$ cat config.mk
export PLATFORM = sky130hd
export DESIGN_NAME = serial_mag_compare
export DESIGN_NICKNAME = d
export VERILOG_FILES = /design/src/rtl/serial_mag_compare.sv
export SDC_FILE = /design/constraint.sdc
export NUM_CORES = 1
export LEC_CHECK = 0
export CAP_MARGIN = 40
export CORE_MARGIN = 5
export CORE_UTILIZATION = 37
export DETAILED_ROUTE_END_ITERATION = 8
export HOLD_SLACK_MARGIN = 0.08
export PLACE_DENSITY = 0.74
export SKIP_CTS_REPAIR_TIMING = 1
export SYNTH_ARGS = -nofsm -noshare
export SYNTH_HDL_FRONTEND = slang
export SYNTH_SLANG_ARGS = --single-unit
$ cat constraint.sdc
create_clock -name clk_i -period 1.6 [get_ports clk_i]
set_input_delay 0.48 -clock clk_i [delete_from_list [all_inputs] [get_ports clk_i]]
set_output_delay 0.48 -clock clk_i [all_outputs]
set_load 0.01 [all_outputs]
$ cat src/rtl/serial_mag_compare.sv
// serial_mag_compare: byte-serial unsigned magnitude comparator.
// Operands A and B arrive one byte pair per handshake, most-significant byte
// first. A running equal/greater pair is kept between bytes and the final
// eq/gt flags are held for the consumer until the next accepted start.
// Optional feature macro: SMC_EARLY_DONE_EN. When it is defined, done is
// reported as soon as the result is decided. The remaining byte pairs are
// still accepted in DRAIN, and their data is ignored.
module serial_mag_compare #(
    parameter int WORDS = 4
) (
    input  logic       clk_i,
    input  logic       rst_n_i,
    input  logic       start_i,
    input  logic [7:0] a_byte_i,
    input  logic [7:0] b_byte_i,
    input  logic       byte_valid_i,
    output logic       byte_ready_o,
    output logic       busy_o,
    output logic       done_o,
    output logic       eq_o,
    output logic       gt_o
);

    localparam int            CW   = (WORDS > 1) ? $clog2(WORDS) : 1;
    localparam logic [CW-1:0] LAST = CW'(WORDS - 1);

    typedef enum logic [1:0] {
        IDLE  = 2'd0,
        RUN   = 2'd1,
        DONE  = 2'd2
`ifdef SMC_EARLY_DONE_EN
        , DRAIN = 2'd3
`endif
    } state_t;

    state_t        state_q, state_d;
    logic [CW-1:0] count_q, count_d;
    logic          run_eq_q, run_eq_d;
    logic          run_gt_q, run_gt_d;
    logic          eq_q, eq_d;
    logic          gt_q, gt_d;
    logic          done_q, done_d;
    logic          pair_eq, pair_gt;

    // Control state, counter and result flags; reset discards any partial result
    always_ff @(posedge clk_i) begin
        if (!rst_n_i) begin
            state_q <= IDLE;
            count_q <= '0;
            done_q  <= 1'b0;
            eq_q    <= 1'b0;
            gt_q    <= 1'b0;
        end else begin
            state_q <= state_d;
            count_q <= count_d;
            done_q  <= done_d;
            eq_q    <= eq_d;
            gt_q    <= gt_d;
        end
    end

    // Running compare state; it is always re-initialised by an accepted start
    always_ff @(posedge clk_i) begin
        run_eq_q <= run_eq_d;
        run_gt_q <= run_gt_d;
    end

    // Next-state logic, the byte-pair cascade step and the state-decoded outputs
    always_comb begin
        state_d      = state_q;
        count_d      = count_q;
        run_eq_d     = run_eq_q;
        run_gt_d     = run_gt_q;
        eq_d         = eq_q;
        gt_d         = gt_q;
        done_d       = 1'b0;
        byte_ready_o = 1'b0;
        busy_o       = (state_q != IDLE);

        // A higher byte that has already decided the result masks every lower byte.
        pair_eq = run_eq_q & (a_byte_i == b_byte_i);
        pair_gt = run_gt_q | (run_eq_q & (a_byte_i > b_byte_i));

        case (state_q)
            IDLE: begin
                if (start_i) begin
                    state_d  = RUN;
                    count_d  = '0;
                    run_eq_d = 1'b1;
                    run_gt_d = 1'b0;
                end
            end
            RUN: begin
                byte_ready_o = 1'b1;
                if (byte_valid_i) begin
                    run_eq_d = pair_eq;
                    run_gt_d = pair_gt;
                    if (count_q == LAST) begin
                        state_d = DONE;
                        done_d  = 1'b1;
                        eq_d    = pair_eq;
                        gt_d    = pair_gt;
                    end else begin
                        count_d = count_q + CW'(1);
`ifdef SMC_EARLY_DONE_EN
                        if (!pair_eq) begin
                            state_d = DRAIN;
                            done_d  = 1'b1;
                            eq_d    = pair_eq;
                            gt_d    = pair_gt;
                        end
`endif
                    end
                end
            end
`ifdef SMC_EARLY_DONE_EN
            DRAIN: begin
                byte_ready_o = 1'b1;
                if (byte_valid_i) begin
                    if (count_q == LAST) begin
                        state_d = IDLE;
                    end else begin
                        count_d = count_q + CW'(1);
                    end
                end
            end
`endif
            DONE: begin
                state_d = IDLE;
            end
            default: begin
                state_d = IDLE;
            end
        endcase
    end

    assign done_o = done_q;
    assign eq_o   = eq_q;
    assign gt_o   = gt_q;

endmodule

Word-level counts from Yosys, hierarchy flattened

Cells that the tools add are included.

Bits in latches: 0
Register bits after elaboration: 9
Bits in writable memories: 0
ROM bits: 0
Memories kept: 0
Word-level logic and storage cells: 43

Div/mod/pow operators: 0
Bitwise gates (word level): 3
Equality and inequality tests: 7
$add $sub $neg: 1
Multiplexer cells: 16
$lt $le $gt $ge: 1
Reductions and logical operators: 8
Shift operators: 0
Multipliers: 0

Operators with widths:

| kind                                                                  | count |
|---|---|
| 2-bit 2-to-1 mux                                                      | 6 |
| 3-bit AND reduction                                                   | 4 |
| 8-bit equality test                                                   | 1 |
| 8-bit greater-than comparator                                         | 1 |
| 2-bit inequality test, second input constant                          | 4 |
| 2-bit one-hot mux with 2 select lines                                 | 2 |
| 1-bit 2-to-1 mux                                                      | 6 |
| 1-bit one-hot mux with 2 select lines                                 | 2 |
| 4-bit AND reduction                                                   | 1 |
| 2-bit nonzero test                                                    | 2 |
| 2-bit by 1-bit adder with 2-bit output, second input constant         | 1 |
| 1-bit bitwise AND                                                     | 2 |
| 2-bit by 1-bit equality test with 1-bit output, second input constant | 1 |
| 2-bit equality test, second input constant                            | 1 |
| 2-bit logical NOT                                                     | 1 |
| 1-bit bitwise OR                                                      | 1 |

Logic depth before layout (Yosys ltp)

Depth after elaboration: 5
Mapped depth: 6
Gate-level depth less buffers: 6

Least setup slack after synthesis

OpenSTA, ideal clock, no wires.

Kind: in2reg
From: input port b_byte_i[6]
To: register run_gt_q (data pin)
Setup time: 154 ps
Path buffers: 0
Stages: 6
Setup slack: -17 ps
Arrival time: 1463 ps
Cells stage by stage: inv_1 ha_1 and4_2 nand2_1 a211o_1 a21boi_0

Longest elaborated chain between the ends: 5

RTL lines:

| element                               | line | text |
|---|---|---|
| from (decl)                           | 15   | `input logic [7:0] b_byte_i,` |
| 8-bit greater-than comparator         | 82   | `pair_gt = run_gt_q \| (run_eq_q & (a_byte_i > b_byte_i));` |
| 1-bit bitwise AND                     | 82   |  |
| 1-bit bitwise OR                      | 82   |  |
| 1-bit 2-to-1 mux                      | 95   | `if (byte_valid_i) begin` |
| 1-bit one-hot mux with 2 select lines | 84   | `case (state_q)` |
| to (signal assigned)                  | 65   | `run_gt_q <= run_gt_d;` |
| to (decl)                             | 39   | `logic run_gt_q, run_gt_d;` |

Every way passes these cells. The select of a mux whose other input is x is not followed.
A chain may end at the register's enable or synchronous reset.

Worst setup path in the final report

From: register state_q[1]
To: output port busy_o

Longest elaborated chain between the ends: 1

RTL lines:

| element                | line | text |
|---|---|---|
| from (decl)            | 36   | `state_t state_q, state_d;` |
| from (signal assigned) | 54   | `state_q <= state_d;` |
| 2-bit nonzero test     | 78   | `busy_o = (state_q != IDLE);` |
| to (decl)              | 18   | `output logic busy_o,` |

Every way passes these cells.

==> results.cfg <==
[clock_network]
path_clk_slew_ns = 0.07
cts_tree = done
cts_sinks = 9
cts_buffers = 3
ctsRootBufferMaster = clkbuf_4
htreeDepth = 1
clk_latency_ns = 0.27
clockBufferDepth = 2

[worst_setup_path]
path_class = reg2out
end_kind = output pin
worst_path_max_delay_cell = dfxtp_2
cpPeakStageDelay_ns = 0.34
startpoint_type = flip-flop
arrival_ns = 1.07
required_ns = 1.12
path_cells = or2_2 > dlymetal6s2s_1
critPathTopFamily = flip-flops
crit_fanout = 4
crit_buf_inv = 1

[outcome]
run_status = completed

[logic_synthesis]
synth_top_area_frac = 0.233
yosys_most_used_dff = dfxtp_1
yosys-top-cells-count = ha_1 (9), inv_1 (9), dfxtp_1 (7), a21oi_1 (5), nand2_1 (5)
ys_seq_area_frac = 0.333
synth_nets = 95
synth_area_um2 = 601
ys_ff_latch = 9
yosysWarnings = 0
yosysTopAreaCell = dfxtp_1
async_flop_share = 0
synth_enable_flop_cells = 2
synthCells = 66
syn_avg_cell_area_um2 = 9.10
synth_cell_types = 28
synth_area_leaders = dfxtp_1 (23%), ha_1 (19%), edfxtp_1 (10%)

[route]
vias = 590
wl_mm = 1.57
final_antenna_net_count = 0
viasPerCell = 5.09
drc = 0
drtIter0Drc = 10
routedWlPerCell_um = 13.5
first_pass_iters = 4

[global_routing]
grt_max_degree = 8
grt_usage = 0.122
grt_pass1_wl_mm = 2.48
antenna_found_initial = 0
overflow = 0
grt_pass1_vias = 586

[sta]
hold_violations = 0
period_needed_ns = 1.55
finalSetupViolations = 0
worstMarginPinSlew_ns = 0.267
min_period_over_period = 0.968
slew_headroom = 0.822
worst_hold_slack_ns = 0.470
rsz0062_at_grt = false
final_max_slew_viol_count = 0
skew_ns = 0.00998
fmax_mhz = 645
setup_ws_ns = 0.0505

[layout]
antenna_cells = 0
drive_gt1_frac = 0.340
multi_input_area_um2 = 457
layout.nets = 130
fillCellCount = 113
syn2layout_area_growth_pct = 79.4
final-seq-area_um2 = 201

[place]
gp_congestion = 0.744
portBuffers = 24
dp_hpwl_mm = 1.17
place_ws_ns = -0.541

[power]
p_per_area_nw_per_um2 = 548
vdd_drop_max_v = 0.000371
power.leakage_nw = 0.641

[flow_run]
maxCapViolCount = 0

[floorplan]
initial_core_util = 0.394
dieArea_um2 = 2530
die_w_um = 50.3
core_area_um2 = 1520
rows = 14
die_y_um = 50.3
ios = 25

[min_path]
hold_class = reg2reg
worst register-to-register path: stages, from the launching register on:
cell	delay [ns]
dfxtp_1	0.33
ha_1	0.27
a221o_2	0.42
a21oi_1	0.14
nor2b_1	0.06
kinds of logic after synthesis:
logic type / count (synthesis) / share of synthesized area
AND/OR/NAND/NOR: 23 / 0.248
AO/OA/AOI/OAI: 15 / 0.158
buffers and inverters: 9 / 0.0562
adder cells (fa/ha/maj): 9 / 0.188
flip-flops: 9 / 0.333
multiplexers: 1 / 0.0167
placed cells by master, fill, tap and decap left out, types with 3 or more instances in the layout:
| cell type | Yosys | final |
|---|---|---|
| dlymetal6s2s_1 | 0 | 21 |
| inv_2 | 0 | 6 |
| ha_4 | 0 | 6 |
| dfxtp_1 | 7 | 6 |
| buf_4 | 0 | 6 |
| a21oi_1 | 5 | 5 |
| nand2_1 | 5 | 4 |
| inv_1 | 9 | 3 |
| ha_1 | 9 | 3 |
| clkbuf_4 | 0 | 3 |
| clkdlybuf4s50_1 | 0 | 3 |
flip-flops by register name, summed over array words and instances (netlist names):
register and cells:
count_q 2, state_q 2, done_o 1, eq_o 1
gt_o 1, run_eq_q 1, run_gt_q 1
area by class of cell:
cell class,instances,share of cell area
Clock buffer,3,0.0209
Clock inverter,1,0.00465
Inverter,9,0.0314
Multi-Input combinational cell,48,0.424
Sequential cell,9,0.187
Tap cell,16,0.0186
Timing Repair Buffer,30,0.314
metrics by stage:
stage               power [mW]  TNS, ns   util  cells  instance area, um2
floorplan                0.312        0      -     66                 602
global placement         0.391    -2.02  0.595    112                 907
detailed placement       0.397    -2.19  0.595    112                 907
CTS                      0.576    -1.16  0.613    116                 935
global route             0.636        0  0.707    116                1080
finish                   0.591        0  0.707    116                1080
routing by layer:
layer,vias up,share of wire,track usage,wire (um)
met2,19,0.50,0.188,781
met3,4,0.060,0.0473,94
met1,267,0.43,0.156,673
met4,0,0.012,0.0383,19
li1,300,-,-,-
met5,-,0,0,0
final timing paths:
| check | start | end | slack, ns | cells past startpoint |
|---|---|---|---|---|
| setup / recovery | state_q[1]$_SDFFE_PN0P_ | busy_o | 0.05 | 2 |
| hold / removal | state_q[1]$_SDFFE_PN0P_ | state_q[0]$_SDFFE_PN0P_ | 0.47 | 1 |
| setup reg to reg | count_q[0]$_SDFFE_PN0P_ | count_q[0]$_SDFFE_PN0P_ | 0.28 | 4 |
| hold reg to reg | state_q[1]$_SDFFE_PN0P_ | state_q[0]$_SDFFE_PN0P_ | 0.47 | 1 |
report_power, final:
part           leakage [nW]  switching, mW  internal (mW)  total, mW
sequential           0.0767        0.00493          0.241      0.246
combinational         0.547         0.0658          0.101      0.167
clock                0.0177         0.0854         0.0923      0.178
(Power assumes the default switching activity.)
==> variant (same settings) <==
The option `SMC_EARLY_DONE_EN` is turned on by a define.
--- a/src/rtl/serial_mag_compare.sv
+++ b/src/rtl/serial_mag_compare.sv
@@ -5,6 +5,8 @@
 // Optional feature macro: SMC_EARLY_DONE_EN. When it is defined, done is
 // reported as soon as the result is decided. The remaining byte pairs are
 // still accepted in DRAIN, and their data is ignored.
+`define SMC_EARLY_DONE_EN
+
 module serial_mag_compare #(
     parameter int WORDS = 4
 ) (
Behaviour: not the same (a bounded check fails within 4 cycles, from zero or initial values and one cycle with rst_n_i low).
==> variant against the unedited design <==
  * Largest cell class unchanged
  * Synthesized area grew 4.8%
  * Sequential cell count is the same
  * Maximum frequency up 2.3%
  * Sequential share of layout area fell by 0.94 points
  * Critical path depth up 4
  * Design area increased by 4.6%
  * Total power is 9.6% higher
  * Wire length rose by 4.0%
  * Highest routed layer unchanged
  * Setup slack improved by 0.035 ns
==> variant: results (changes against the unedited design) <==
drt-initial-drc-count: 7  # was 10
worstHoldEndpoint: "count_q[1]"  # was state_q[0]
gr-usage-met1_pct: 11.68  # was 15.62%
status: "complete, no violations"  # unchanged
synth_fa_ha_area_share_pct: 17.89  # was 18.75%
hpwl_um: 1188  # was 1171 µm
r2r-end: "gt_o"  # was count_q[0]
via_per_inst: 5.180  # was 5.086
synth_compound_area_share_pct: 19.48  # was 15.83%
grt_pass1_vias: 600  # was 586
drt-total-wl_um: 1631  # was 1569 µm
hp-start: "count_q[1]"  # was state_q[1]
post-place-ws_ns: -0.5765  # was -0.5405 ns
power_frac_seq_pct: 39.7  # was 41.6%
yosys-top-cells-area: "dfxtp_1 (22%), ha_1 (18%), edfxtp_1 (9.5%)"  # was dfxtp_1 (23%), ha_1 (19%), edfxtp_1 (10%)
synthMuxAreaShare_pct: 1.590  # was 1.667%
worst_pin_slew_ns: 0.2608  # was 0.2671 ns
final_util_pct: 67.49  # was 70.69%
r2r_cells: 5  # was 4
ys_top_cells_by_count: "inv_1 (10), ha_1 (9), dfxtp_1 (7)"  # was ha_1 (9), inv_1 (9), dfxtp_1 (7)
drive_above_1_share_pct: 29.52  # was 34.00%
cp.arrival_ns: 1.64  # was 1.07 ns
vias: 632  # was 590
ir_drop_mv: 0.3853  # was 0.3709 mV
cellLeakagePower_nw: 0.6438  # was 0.6409 nW
ys_seq_area_share_pct: 31.81  # was 33.33%
dp_cells: 118  # was 112
crit_end: "run_gt_q"  # was busy_o
grt_pass1_wl_um: 2256  # was 2484 µm
hold_ws_ns: 0.4705  # was 0.4701 ns
-- variant: cell types whose count changed after synthesis, sizes merged, moves of 2 or more --
cell,unedited run,this run
nand4,0,2
a31oi,2,4
a41oi,0,2
buf,0,2
and2,3,1
-- variant: layout make-up --
| class | instances | share of cell area [%] |
|---|---|---|
| Timing Repair Buffer | 31 | 31.19 |
| Inverter | 10 | 3.330 |
| Multi-Input combinational cell | 51 | 43.51 |
| Clock buffer | 4 | 2.331 |
| Sequential cell | 9 | 17.76 |
| Tap cell | 17 | 1.887 |
-- variant: kinds of logic (layout without fill, tap and decap cells) --
family | count (synthesis) | after routing
and+or+nand+nor | 22 | 22
DFF | 9 | 9
muxes | 1 | 1
adders and majority gates | 9 | 9
AOI/OAI and AO/OA | 19 | 19
buffers and inverters | 13 | 45
-- variant: critical path: stages --
cell,delay (ns)
dlymetal6s2s_1,0.15
ha_4,0.29
and4_4,0.26
nand2_2,0.05
a211o_1,0.29
a21boi_1,0.12
